File: config.mk
export PLATFORM = sky130hd
export DESIGN_NAME = shift_cmd_queue
export DESIGN_NICKNAME = d
export VERILOG_FILES = /design/src/rtl/shift_cmd_queue.sv
export SDC_FILE = /design/constraint.sdc
export NUM_CORES = 1
export LEC_CHECK = 0
export CORE_ASPECT_RATIO = 0.5
export CORE_MARGIN = 8
export CORE_UTILIZATION = 49
export DETAILED_ROUTE_END_ITERATION = 16
export PLACE_DENSITY = 0.81
export SYNTH_ARGS = -nofsm -noshare
export SYNTH_HDL_FRONTEND = slang
export SYNTH_SLANG_ARGS = --single-unit
export TNS_END_PERCENT = 10
File: constraint.sdc
create_clock -name Clock -period 2 [get_ports Clock]
set_input_delay 0.2 -clock Clock [delete_from_list [all_inputs] [get_ports Clock]]
set_output_delay 0.2 -clock Clock [all_outputs]
set_load 0.01 [all_outputs]
File: src/rtl/shift_cmd_queue.sv
`default_nettype none
// ============================================================================
//  Module   : shift_cmd_queue
//  Purpose  : FIFO of shift commands {direction, amount, data} feeding a
//             one-cycle registered barrel shifter. Commands are accepted with
//             an In_Valid/In_Ready handshake and issued to the shifter when
//             Out_Enable is high. There is no bypass, so a command issues no
//             earlier than the edge after it is accepted. Result_Valid follows
//             Issue_Valid by one cycle to track the shifter latency.
//  Ports    : Clock, Reset (async, active-high)
//             In_Valid, In_Ready, In_Direction, In_Shift_Amount, In_Data
//                                      - upstream command handshake
//             Out_Enable               - downstream may take a command
//             Direction, Shift_Amount, Data_In, Issue_Valid
//                                      - registered command to the shifter
//             Result_Valid             - shifter output is valid
//             Count                    - current occupancy
//             Drop_Err                 - sticky: command offered while full
//  Params   : DEPTH - queue depth, one of 2, 4 or 8
//  Revision : 1.0 - initial release
// ============================================================================
module shift_cmd_queue #(
   parameter int DEPTH = 4
) (
   input  logic                     Clock,
   input  logic                     Reset,
   input  logic                     In_Valid,
   output logic                     In_Ready,
   input  logic                     In_Direction,
   input  logic [2:0]               In_Shift_Amount,
   input  logic [7:0]               In_Data,
   input  logic                     Out_Enable,
   output logic                     Direction,
   output logic [2:0]               Shift_Amount,
   output logic [7:0]               Data_In,
   output logic                     Issue_Valid,
   output logic                     Result_Valid,
   output logic [$clog2(DEPTH):0]   Count,
   output logic                     Drop_Err
);

   localparam int              c_AW    = $clog2(DEPTH);
   localparam logic [c_AW:0]   c_DEPTH = (c_AW + 1)'(DEPTH);

   // Storage: entry layout is {direction, amount[2:0], data[7:0]}
   logic [11:0]      r_mem [DEPTH];
   logic [c_AW-1:0]  r_wr_ptr;
   logic [c_AW-1:0]  r_rd_ptr;
   logic [c_AW:0]    r_count;

   logic             r_direction;
   logic [2:0]       r_shift_amount;
   logic [7:0]       r_data_in;
   logic             r_issue_valid;
   logic             r_result_valid;
   logic             r_drop_err;

   logic             w_not_full;
   logic             w_push;
   logic             w_pop;
   logic             w_drop;
   logic [11:0]      w_head;

   // Readiness comes from the occupancy register only; Out_Enable never
   // feeds it, so a full queue stays not-ready even on a popping cycle.
   assign w_not_full = (r_count < c_DEPTH);
   assign w_push     = In_Valid && w_not_full;
   assign w_pop      = Out_Enable && (r_count != '0);
   assign w_drop     = In_Valid && !w_not_full;
   assign w_head     = r_mem[r_rd_ptr];

   // Storage is not reset: stale entries are unreachable once the pointers
   // and count are cleared.
   always_ff @(posedge Clock) begin
      if (w_push) begin
         r_mem[r_wr_ptr] <= {In_Direction, In_Shift_Amount, In_Data};
      end
   end

   always_ff @(posedge Clock or posedge Reset) begin
      if (Reset) begin
         r_wr_ptr       <= '0;
         r_rd_ptr       <= '0;
         r_count        <= '0;
         r_direction    <= 1'b0;
         r_shift_amount <= 3'd0;
         r_data_in      <= 8'd0;
         r_issue_valid  <= 1'b0;
         r_result_valid <= 1'b0;
         r_drop_err     <= 1'b0;
      end else begin
         // DEPTH is a power of two, so pointers wrap naturally.
         if (w_push) begin
            r_wr_ptr <= r_wr_ptr + 1'b1;
         end
         if (w_pop) begin
            r_rd_ptr <= r_rd_ptr + 1'b1;
            {r_direction, r_shift_amount, r_data_in} <= w_head;
         end
         r_issue_valid  <= w_pop;
         r_result_valid <= r_issue_valid;

         case ({w_push, w_pop})
            2'b10:   r_count <= r_count + 1'b1;
            2'b01:   r_count <= r_count - 1'b1;
            default: r_count <= r_count;
         endcase

         if (w_drop) begin
            r_drop_err <= 1'b1;
         end
      end
   end

   // In_Ready is forced low while Reset is asserted.
   assign In_Ready     = w_not_full && !Reset;
   assign Direction    = r_direction;
   assign Shift_Amount = r_shift_amount;
   assign Data_In      = r_data_in;
   assign Issue_Valid  = r_issue_valid;
   assign Result_Valid = r_result_valid;
   assign Count        = r_count;
   assign Drop_Err     = r_drop_err;

endmodule
`default_nettype wire

==> out/qor.txt <==
Slew headroom: 61.8%
Vias in the first global route: 1556
# Max-Cap Violations: 0
Worst-Margin Slew: 0.573 ns
Antenna violations before repair: 0
Num CTS Buffers: 9
Post-CTS Repair Setup Buffers: 0
Initial DRC count: 85
Fin area: 0.00342 sq mm
Area of the die: 0.00833 sq mm
FMAX: 564 MHz
Routability congestion estimate from global placement: 0.712
GR Overflow Total: 0
Post-synthesis cell count: 157
Remaining DRCs: 0
VDD IR max: 0.851 mV
Setup TNS: 0 ns
Share of layout cells above drive strength 1: 17.0%
Register bit total from synthesis: 70
Unique cell type count in the Yosys netlist: 21
Clock transition at path regs: 0.07 ns
Net Count, Synth: 179
Boundary pin count: 35
RSZ-0062 raised after global routing: no
Placed inst area: 0.00319 sq mm
Post-synthesis adder-cell area fraction: 3.04%
Tot GR Track Use: 12.3%
Vias: 1393
Syn Area/Cell: 17.3 sq um
# hold bufs at CTS: 0
Main combinational cell family by area after synthesis: multiplexers
Synth warn: 0
Critical setup path kind: register to register
Pin count of the biggest net entering global routing: 15
Worst skew pair latency: 0.33 ns
Slew Limit Fails: 0
Pre-antenna DRT Iters: 4
CTS tree: built
Routed WL: 4580 um
Final Hold Vio Count: 0
N_diodes: 0
Initial core utilization: 50.1%
Core ar.: 0.00542 sq mm
Synth top area share: 53.0%
Die height: 68.7 um
Die W: 121 um
H-tree level count: 3
Hold slack: 0.182 ns
Max Clock Skew: 0.00951 ns
Cell Pwr Density: 1410 mW/mm^2
Row cnt: 19
Synth Area in XOR/XNOR: 1.93%
Clock Path Buffers: 2
Seq/Total Area, Yosys: 73.3%
WP data required: 2.25 ns
Root buffer cell: clkbuf_8
Pleak: 1.33 nW
Arrival time worst endpoint: 2.02 ns
Final setup fails: 0
Final min period: 1.77 ns
Detailed Place HPWL: 3170 um
Type of origin of the critical path: register
Type of the tightest min-delay check: primary input to async pin
Fraction of synthesized area in multiplexers: 10.9%
Num Clock Sinks: 70
Post-synthesis compound-gate area fraction: 1.24%
Outcome: finished clean
Post-CTS Resized: 0
Cell taking the most area after synthesis: edfxtp_1
Final period utilization: 88.6%
Post-Synth Simple-Gate Area: 6.68%
Crit end category: register
Avg WL per Cell: 16.1 um
Area Growth Syn to Fin: 25.7%
Area contributors post-synth: edfxtp_1 (53%), dfrtp_1 (20%), mux4_2 (6.6%)
R2R Setup Slk: 0.23 ns
Nets@finish: 229
Final ANT Viol Nets: 0
Global-route wire length before repair: 7420 um
R2R depth: 8
Via density: 4.89
# port buffers: 34
Crit path max fanout: 6
Post-synthesis cell area: 0.00272 sq mm
Worst r2r src: Count[2]
R2r endpoint: Count[2]
==> cells by family (layout without fill, tap and decap cells) <==
family | count (synthesis) | count (layout)
AOI/OAI and AO/OA | 3 | 3
xor gates and xnor gates | 6 | 6
adders and majority gates | 6 | 6
buffers and inverters | 14 | 69
DFF | 70 | 70
muxes | 13 | 13
and+or+nand+nor | 45 | 45
==> flip-flops by register name, summed over array words and instances, names as in the netlist <==
| register | flops |
|---|---|
| Count | 3 |
| Data_In | 8 |
| Direction | 1 |
| Drop_Err | 1 |
| Issue_Valid | 1 |
| Result_Valid | 1 |
| Shift_Amount | 3 |
| r_mem | 48 |
| r_rd_ptr | 2 |
| r_wr_ptr | 2 |
==> report_power, final <==
| part | leakage (nW) | total [mW] | internal (mW) | switching, mW |
|---|---|---|---|---|
| Combinational | 0.526 | 1.46 | 0.821 | 0.636 |
| Sequential | 0.698 | 2.16 | 1.91 | 0.253 |
| Clock | 0.109 | 1.21 | 0.705 | 0.502 |
| Total | 1.33 | 4.82 | 3.43 | 1.39 |
==> placed cells by master, fill, tap and decap left out, types with 2 or more instances in the layout <==
cell type	n
clkinv_4	3
inv_1	8
buf_4	10
clkdlybuf4s50_1	34
dfrtp_1	22
nand2_1	38
clkbuf_8	9
mux4_1	4
mux4_2	8
xnor2_1	4
bufinv_16	2
edfxtp_1	48
ha_1	5
xor2_1	2
and2_1	4
nor2_1	2
==> layer usage <==
metal,global-route usage [%],vias to the layer above,routed length [um]
met5,0,-,0
met4,6.39,0,62
met3,4.96,8,224
met2,23.1,26,2450
met1,11.9,696,1850
li1,-,663,-
==> worst max-delay path: stages (launching register included) <==
cell and delay, ns:
dfrtp_1 0.49, o31ai_4 0.09, inv_1 0.08, ha_1 0.17, inv_1 0.06, fa_1 0.37, xor2_1 0.15, nor2_1 0.11
xor2_1 0.16
==> synth_stat cells (all sizes together) <==
| cell | count |
|---|---|
| o21ai | 1 |
| o31ai | 1 |
| xnor2 | 4 |
| inv | 8 |
| nand2 | 38 |
| mux2i | 1 |
| clkbuf | 1 |
| fa | 1 |
| dfrtp | 22 |
| nor2 | 2 |
| xor2 | 2 |
| buf | 5 |
| and2 | 4 |
| ha | 5 |
| a21o | 1 |
| mux4 | 12 |
| edfxtp | 48 |
| nor2b | 1 |
==> layout make-up <==
cell class,count,area [sq um]
fill,391,2000
sequential,70,1990
multi-input combinational,73,646
timing repair buffer,45,435
clock buffer,9,124
clock inverter,7,98.8
tap,73,91.3
inverter,8,30.0
==> how the worst max path moves through the flow <==
stage,from,end,slack (ns),cells after the start
6_report,Count[2],Count[2],0.23,8
5_1_grt,Count[2],Count[2],0.10,8
4_1_cts,Count[2],Count[2],0.21,8
3_5_place_dp,Out_Enable,Count[2],0.008,9
3_3_place_gp,Out_Enable,Count[2],0.09,9
2_1_floorplan,Count[0],Count[2],0.03,9
==> per-stage QoR <==
step	total power, mW	instances	utilization, %	worst slack, ns
3_5_place_dp	3.67	269	58.9	0.00816
2_1_floorplan	3.03	157	-	0.0325
6_report	4.82	285	63.0	0.228
4_1_cts	4.88	285	63.0	0.215
3_3_place_gp	3.58	269	58.9	0.0851
5_1_grt	5.09	285	63.0	0.100
No activity file was read; power rests on OpenSTA's default activity.
